$ cat src/rtl/prange_gen.sv
// Streams range(base, limit, step) as NUM_OUT-lane beats over a ready/valid handshake.
// MODE 0 puts the same value on every lane; MODE 1 strides lanes by step.
// state | meaning
// RUN   | a beat is held on the outputs or is about to be
// DONE  | idle, sequence finished, _done high
module prange_gen #(
    parameter int WIDTH   = 32,
    parameter int NUM_OUT = 2,
    parameter int MODE    = 0
) (
    input  logic                       _clock,
    input  logic                       _reset,
    input  logic                       _start,
    input  logic [WIDTH-1:0]           base,
    input  logic [WIDTH-1:0]           limit,
    input  logic [WIDTH-1:0]           step,
    input  logic                       _ready,
    output logic                       _valid,
    output logic                       _done,
    output logic [NUM_OUT*WIDTH-1:0]   _out,
    output logic [NUM_OUT-1:0]         _mask,
    output logic [31:0]                _index
);

    localparam int EW = WIDTH + $clog2(NUM_OUT) + 2;
    typedef logic signed [EW-1:0] ext_t;
    typedef enum logic {RUN, DONE} state_t;

    localparam ext_t ZERO = '0;
    localparam ext_t MAXV = {{(EW-WIDTH+1){1'b0}}, {(WIDTH-1){1'b1}}};
    localparam ext_t MINV = {{(EW-WIDTH+1){1'b1}}, {(WIDTH-1){1'b0}}};
    localparam ext_t NX   = ext_t'(NUM_OUT);

    state_t state;
    ext_t   cur_i, step_r, limit_r, adv;
    ext_t   step_x, limit_x, head, lane_v;
    logic   head_ok;
    logic [NUM_OUT-1:0]       lane_ok;
    logic [NUM_OUT*WIDTH-1:0] lane_bus;

    function automatic ext_t sext(input logic [WIDTH-1:0] v);
        return $signed({{(EW-WIDTH){v[WIDTH-1]}}, v});
    endfunction

    // Anything outside the signed WIDTH range counts as out of range, so values never wrap.
    function automatic logic in_range(input ext_t v, input ext_t st, input ext_t lim);
        return (v >= MINV) && (v <= MAXV) &&
               (((st > ZERO) && (v < lim)) || ((st < ZERO) && (v > lim)));
    endfunction

    assign adv = (MODE == 1) ? step_r * NX : step_r;

    // head is the lane-0 value of the beat that would be loaded at this edge.
    always_comb begin
        step_x   = _start ? sext(step)  : step_r;
        limit_x  = _start ? sext(limit) : limit_r;
        head     = _start ? sext(base)  : cur_i + adv;
        head_ok  = in_range(head, step_x, limit_x);
        lane_v   = head;
        lane_ok  = '0;
        lane_bus = '0;
        for (int k = 0; k < NUM_OUT; k++) begin
            lane_v = (MODE == 1) ? head + ext_t'(k) * step_x : head;
            lane_bus[k*WIDTH +: WIDTH] = lane_v[WIDTH-1:0];
            lane_ok[k] = (MODE == 1) ? in_range(lane_v, step_x, limit_x) : 1'b1;
        end
    end

    always_ff @(posedge _clock) begin
        if (_start) begin
            step_r  <= step_x;
            limit_r <= limit_x;
            _index  <= '0;
            if (head_ok) begin
                state  <= RUN;
                cur_i  <= head;
                _out   <= lane_bus;
                _mask  <= lane_ok;
                _valid <= 1'b1;
                _done  <= 1'b0;
            end else begin
                state  <= DONE;
                _valid <= 1'b0;
                _done  <= 1'b1;
            end
        end else if (_reset) begin
            state  <= DONE;
            _valid <= 1'b0;
            _done  <= 1'b0;
            _out   <= '0;
            _mask  <= '0;
            _index <= '0;
        end else begin
            case (state)
                RUN: begin
                    if (_ready) begin
                        if (head_ok) begin
                            cur_i  <= head;
                            _out   <= lane_bus;
                            _mask  <= lane_ok;
                            _index <= _index + 32'd1;
                        end else begin
                            state  <= DONE;
                            _valid <= 1'b0;
                            _done  <= 1'b1;
                        end
                    end
                end
                default: begin
                    _valid <= 1'b0;
                    _done  <= 1'b1;
                end
            endcase
        end
    end

endmodule

$ cat config.mk
export PLATFORM = sky130hd
export DESIGN_NAME = prange_gen
export DESIGN_NICKNAME = d
export VERILOG_FILES = /design/src/rtl/prange_gen.sv
export SDC_FILE = /design/constraint.sdc
export NUM_CORES = 1
export LEC_CHECK = 0
export CAP_MARGIN = 20
export CORE_UTILIZATION = 45
export CTS_BUF_LIST = sky130_fd_sc_hd__clkbuf_8
export DETAILED_ROUTE_END_ITERATION = 16
export MAX_ROUTING_LAYER = met4
export PLACE_DENSITY = 0.69
export SLEW_MARGIN = 20
export SYNTH_ARGS = -nofsm -noshare
export SYNTH_HDL_FRONTEND = slang
export SYNTH_SLANG_ARGS = --single-unit
$ cat constraint.sdc
create_clock -name _clock -period 19.75 [get_ports _clock]
set_clock_uncertainty 0.2 [all_clocks]
set_input_delay 4.9375 -clock _clock [delete_from_list [all_inputs] [get_ports _clock]]
set_output_delay 4.9375 -clock _clock [all_outputs]
set_load 0.02 [all_outputs]
==> flow_metrics.env <==
export IMPL_syn2layout_area_growth_pct=25.9
export IMPL_status="complete, but fails checks"
export IMPL_clock_latency_ns=0.55
export IMPL_cts_tree="done"
export IMPL_synth_top_family_by_area="compound AO/OA/AOI/OAI gates"
export IMPL_antenna_found_initial=1
export IMPL_first_global_vias=9215
export IMPL_avgViaCountPerCell=5.73
export IMPL_rrSetupSlack_ns=12.46
export IMPL_path_common_cell="buf_4"
export IMPL_swShare_pct=37.4
export IMPL_p_comb_share_pct=41.3
export IMPL_synthMuxAreaShare_pct=6.56
export IMPL_timing_rr_start="adv[0]$_DFFE_PP_"
export IMPL_p_int_uw=1150
export IMPL_power_density_nw_per_um2=122
export IMPL_drt_total_wl_mm=33.7
export IMPL_final_core_util_pct=57.8
export IMPL_synthXorXnorAreaFrac_pct=2.85
export IMPL_netlist_top_cells_area="edfxtp_1, ha_1, dfxtp_1"
export IMPL_async_flop_share_pct=0
export IMPL_first_pass_iters=11
export IMPL_crit_arrival_ns=10.14
export IMPL_start_util_pct=45.9
export IMPL_fin_setup_tns_ns=0
export IMPL_leakage_uw=0.00575
export IMPL_power_switching_uw=690
export IMPL_final_seq_area_um2=5860
export IMPL_io_pins=200
export IMPL_fillers=2290
export IMPL_core_area_um2=26100
export IMPL_fp_dieW_um=165
export IMPL_dieHeight_um=165
export IMPL_postCtsSetupRepairBufs=0
export IMPL_ys_top_cells_by_count="edfxtp_1, nand2_1, nor2_1, o21ai_0, a21oi_1"
export IMPL_yosys_warnings=0
export IMPL_hp_start="_index[31]$_SDFFE_PN0P_"
export IMPL_synth_edff_count=173
export IMPL_reg2reg_depth=22
export IMPL_synth_top_area_share_pct=43.3
export IMPL_relSlewSlack_pct=31.5
export IMPL_die_area_um2=27300
export IMPL_syn_avg_cell_area_um2=10.5
export IMPL_dp_hpwl_mm=24.6
export IMPL_cts_max_level=2
export IMPL_dr_total_vias=9858
export IMPL_fmax_ghz=0.0996
export IMPL_maxCapViolations=0
export IMPL_gr_total_overflow=0
export IMPL_worstMarginPinSlew_ns=1.03
export IMPL_cts_repair_resized=0
export IMPL_place_congestion=0.991
export IMPL_synth_area_leader_cell="edfxtp_1"
export IMPL_synth_fp_nets=1317
export IMPL_violations="design-rule violations"
export IMPL_path_class="primary input to flop"
export IMPL_cp_slowest_cell="buf_4"
export IMPL_synth_seq_cells=206
export IMPL_synth_cell_type_count=67
export IMPL_critPathTopFamily="buffers and inverters"
export IMPL_cts_sinks=206
export IMPL_worstPathCellList="buf_6 > clkinv_1 > buf_4 > a21boi_0 > inv_1 > ha_1 > nand4_1 > nor4_1 > a2111oi_0 > or3_1 > and2_1 > a21oi_4 > buf_4 > a21oi_1 > o221a_2"
export IMPL_rows=59
export IMPL_synth_seq_area_share_pct=48.8
export IMPL_first_iter_violations=919
export IMPL_port_buffers=199
export IMPL_multiInputGateArea_um2=5690
export IMPL_crit_path_end_kind="flop"
export IMPL_synth_ff_type="edfxtp_1"
export IMPL_synth_area_um2=12000
export IMPL_layout_drive_gt1_share_pct=8.74
export IMPL_cp_start_kind="primary input"
export IMPL_cts_inserted_buffers=39
export IMPL_path_buf_inv=5
export IMPL_post_route_drc_count=9
export IMPL_clkTransAtPathRegs_ns=0.06
export IMPL_hold_depth=2
export IMPL_crit_required_ns=19.85
export IMPL_cp_max_fo=108
export IMPL_worst_r2r_endpoint="_out[60]$_DFFE_PP_"
export IMPL_seq_power_share_pct=36.3
export IMPL_finalSetupViolCount=0
export IMPL_wl_per_cell_um=19.6
export IMPL_synth_compound_area_share_pct=17.7
export IMPL_yosysMostFrequentCell="edfxtp_1"
export IMPL_grt_usage_pct=25.4
export IMPL_ir_worst_vdd_v=0.000106
export IMPL_synthCells=1146
export IMPL_rsz0062_at_grt="false"
export IMPL_synth_fa_ha_area_share_pct=7.47
export IMPL_slowest_delay_ns=0.76
export IMPL_min_period_ns=10.04
export IMPL_grt_max_degree=109
export IMPL_finalHoldViolations=0
export IMPL_finalMaxSlewViolations=0
export IMPL_grt_pass1_wl_mm=51.2
export IMPL_p_clk_share_pct=22.4
export IMPL_clockBufferDepth=3
export IMPL_whs_endpoint="_index[31]$_SDFFE_PN0P_"
export IMPL_ant_nets=0
export IMPL_cts_root_buffer="clkbuf_8"
export IMPL_finalNetCount=1526
export IMPL_min_period_over_period_pct=50.8
export IMPL_synth_simple_area_share_pct=12.7
export IMPL_hp_class="flop to flop"
export IMPL_cts_hold_buffers=0
tightest hold or removal path, delay by kind of cell, from the launching register on:
kind | cells | cell delay, ns
compound gates | 2 | 0.13
flops | 1 | 0.32
worst max path at each step:
stage	startpoint	endpoint	slack (ns)	depth (start not counted)
final	_start	_out[60]$_DFFE_PP_	9.71	15
after global routing	_start	_out[60]$_DFFE_PP_	9.24	15
after CTS	_start	_out[60]$_DFFE_PP_	9.71	15
after detailed placement	_start	_out[60]$_DFFE_PP_	9.12	15
after global placement	_start	_out[28]$_DFFE_PP_	9.33	15
after floorplan	_start	cur_i[0]$_DFFE_PP_	8.96	17
layout by cell type, fill, tap and decap left out, types with 14 or more instances in the layout:
| cell | count |
|---|---|
| inv_1 | 84 |
| ha_1 | 70 |
| clkbuf_8 | 42 |
| nand4_1 | 17 |
| nor2_1 | 91 |
| a21o_1 | 14 |
| nand2_1 | 93 |
| or3_1 | 22 |
| clkdlybuf4s50_1 | 198 |
| a21oi_1 | 74 |
| buf_4 | 16 |
| o21a_1 | 28 |
| edfxtp_1 | 173 |
| o21ai_0 | 75 |
| xnor2_1 | 24 |
| mux2_2 | 37 |
| nor3_1 | 18 |
| nand3_1 | 19 |
| dfxtp_1 | 33 |
| mux2i_1 | 37 |
| a211oi_1 | 49 |
| xor2_1 | 15 |
registers in the layout (all words and copies together), names as in the netlist:
signal	count
limit_r	35
_out	64
cur_i	35
state	1
adv	35
_done	1
_mask	2
_valid	1
_index	32
layer usage:
metal	GRT usage [%]	up-vias	wire, um
met5	-	-	0
met4	7.30	0	702
met3	5.52	47	2820
met2	35.0	354	14100
li1	-	4738	-
met1	37.0	4719	16000
power by group through the flow:
| stage | clock (uW) | combinational [uW] | sequential [uW] |
|---|---|---|---|
| after floorplan | 0 | 380 | 752 |
| after global placement | 0 | 743 | 675 |
| after detailed placement | 0 | 752 | 675 |
| after CTS | 422 | 757 | 669 |
| after global routing | 440 | 825 | 680 |
| final | 414 | 761 | 669 |
logic make-up after synthesis:
family	after synthesis
compound gates	316
xor+xnor	39
fa+ha+maj	71
buf+inv	118
flops	206
mux	74
simple gates	322
cell type report:
type	instances	share of cell area, %
Antenna cell	1	0.0166
Clock buffer	42	3.83
Clock inverter	28	1.18
Inverter	71	1.76
Multi-Input combinational cell	822	37.7
Sequential cell	206	38.8
Tap cell	335	2.78
Timing Repair Buffer	215	14.0
per-stage QoR:
stage	area, um^2	setup WS [ns]	power (uW)	std cells	hold slack, ns
3_3_place_gp	14300	9.33	1420	1649	0.280
3_5_place_dp	14300	9.12	1430	1649	0.288
6_report	15100	9.71	1840	1720	0.300
4_1_cts	15100	9.71	1850	1719	0.298
5_1_grt	15100	9.24	1950	1720	0.323
2_1_floorplan	12000	8.96	1130	1146	0.322
(Power assumes the default switching activity.)
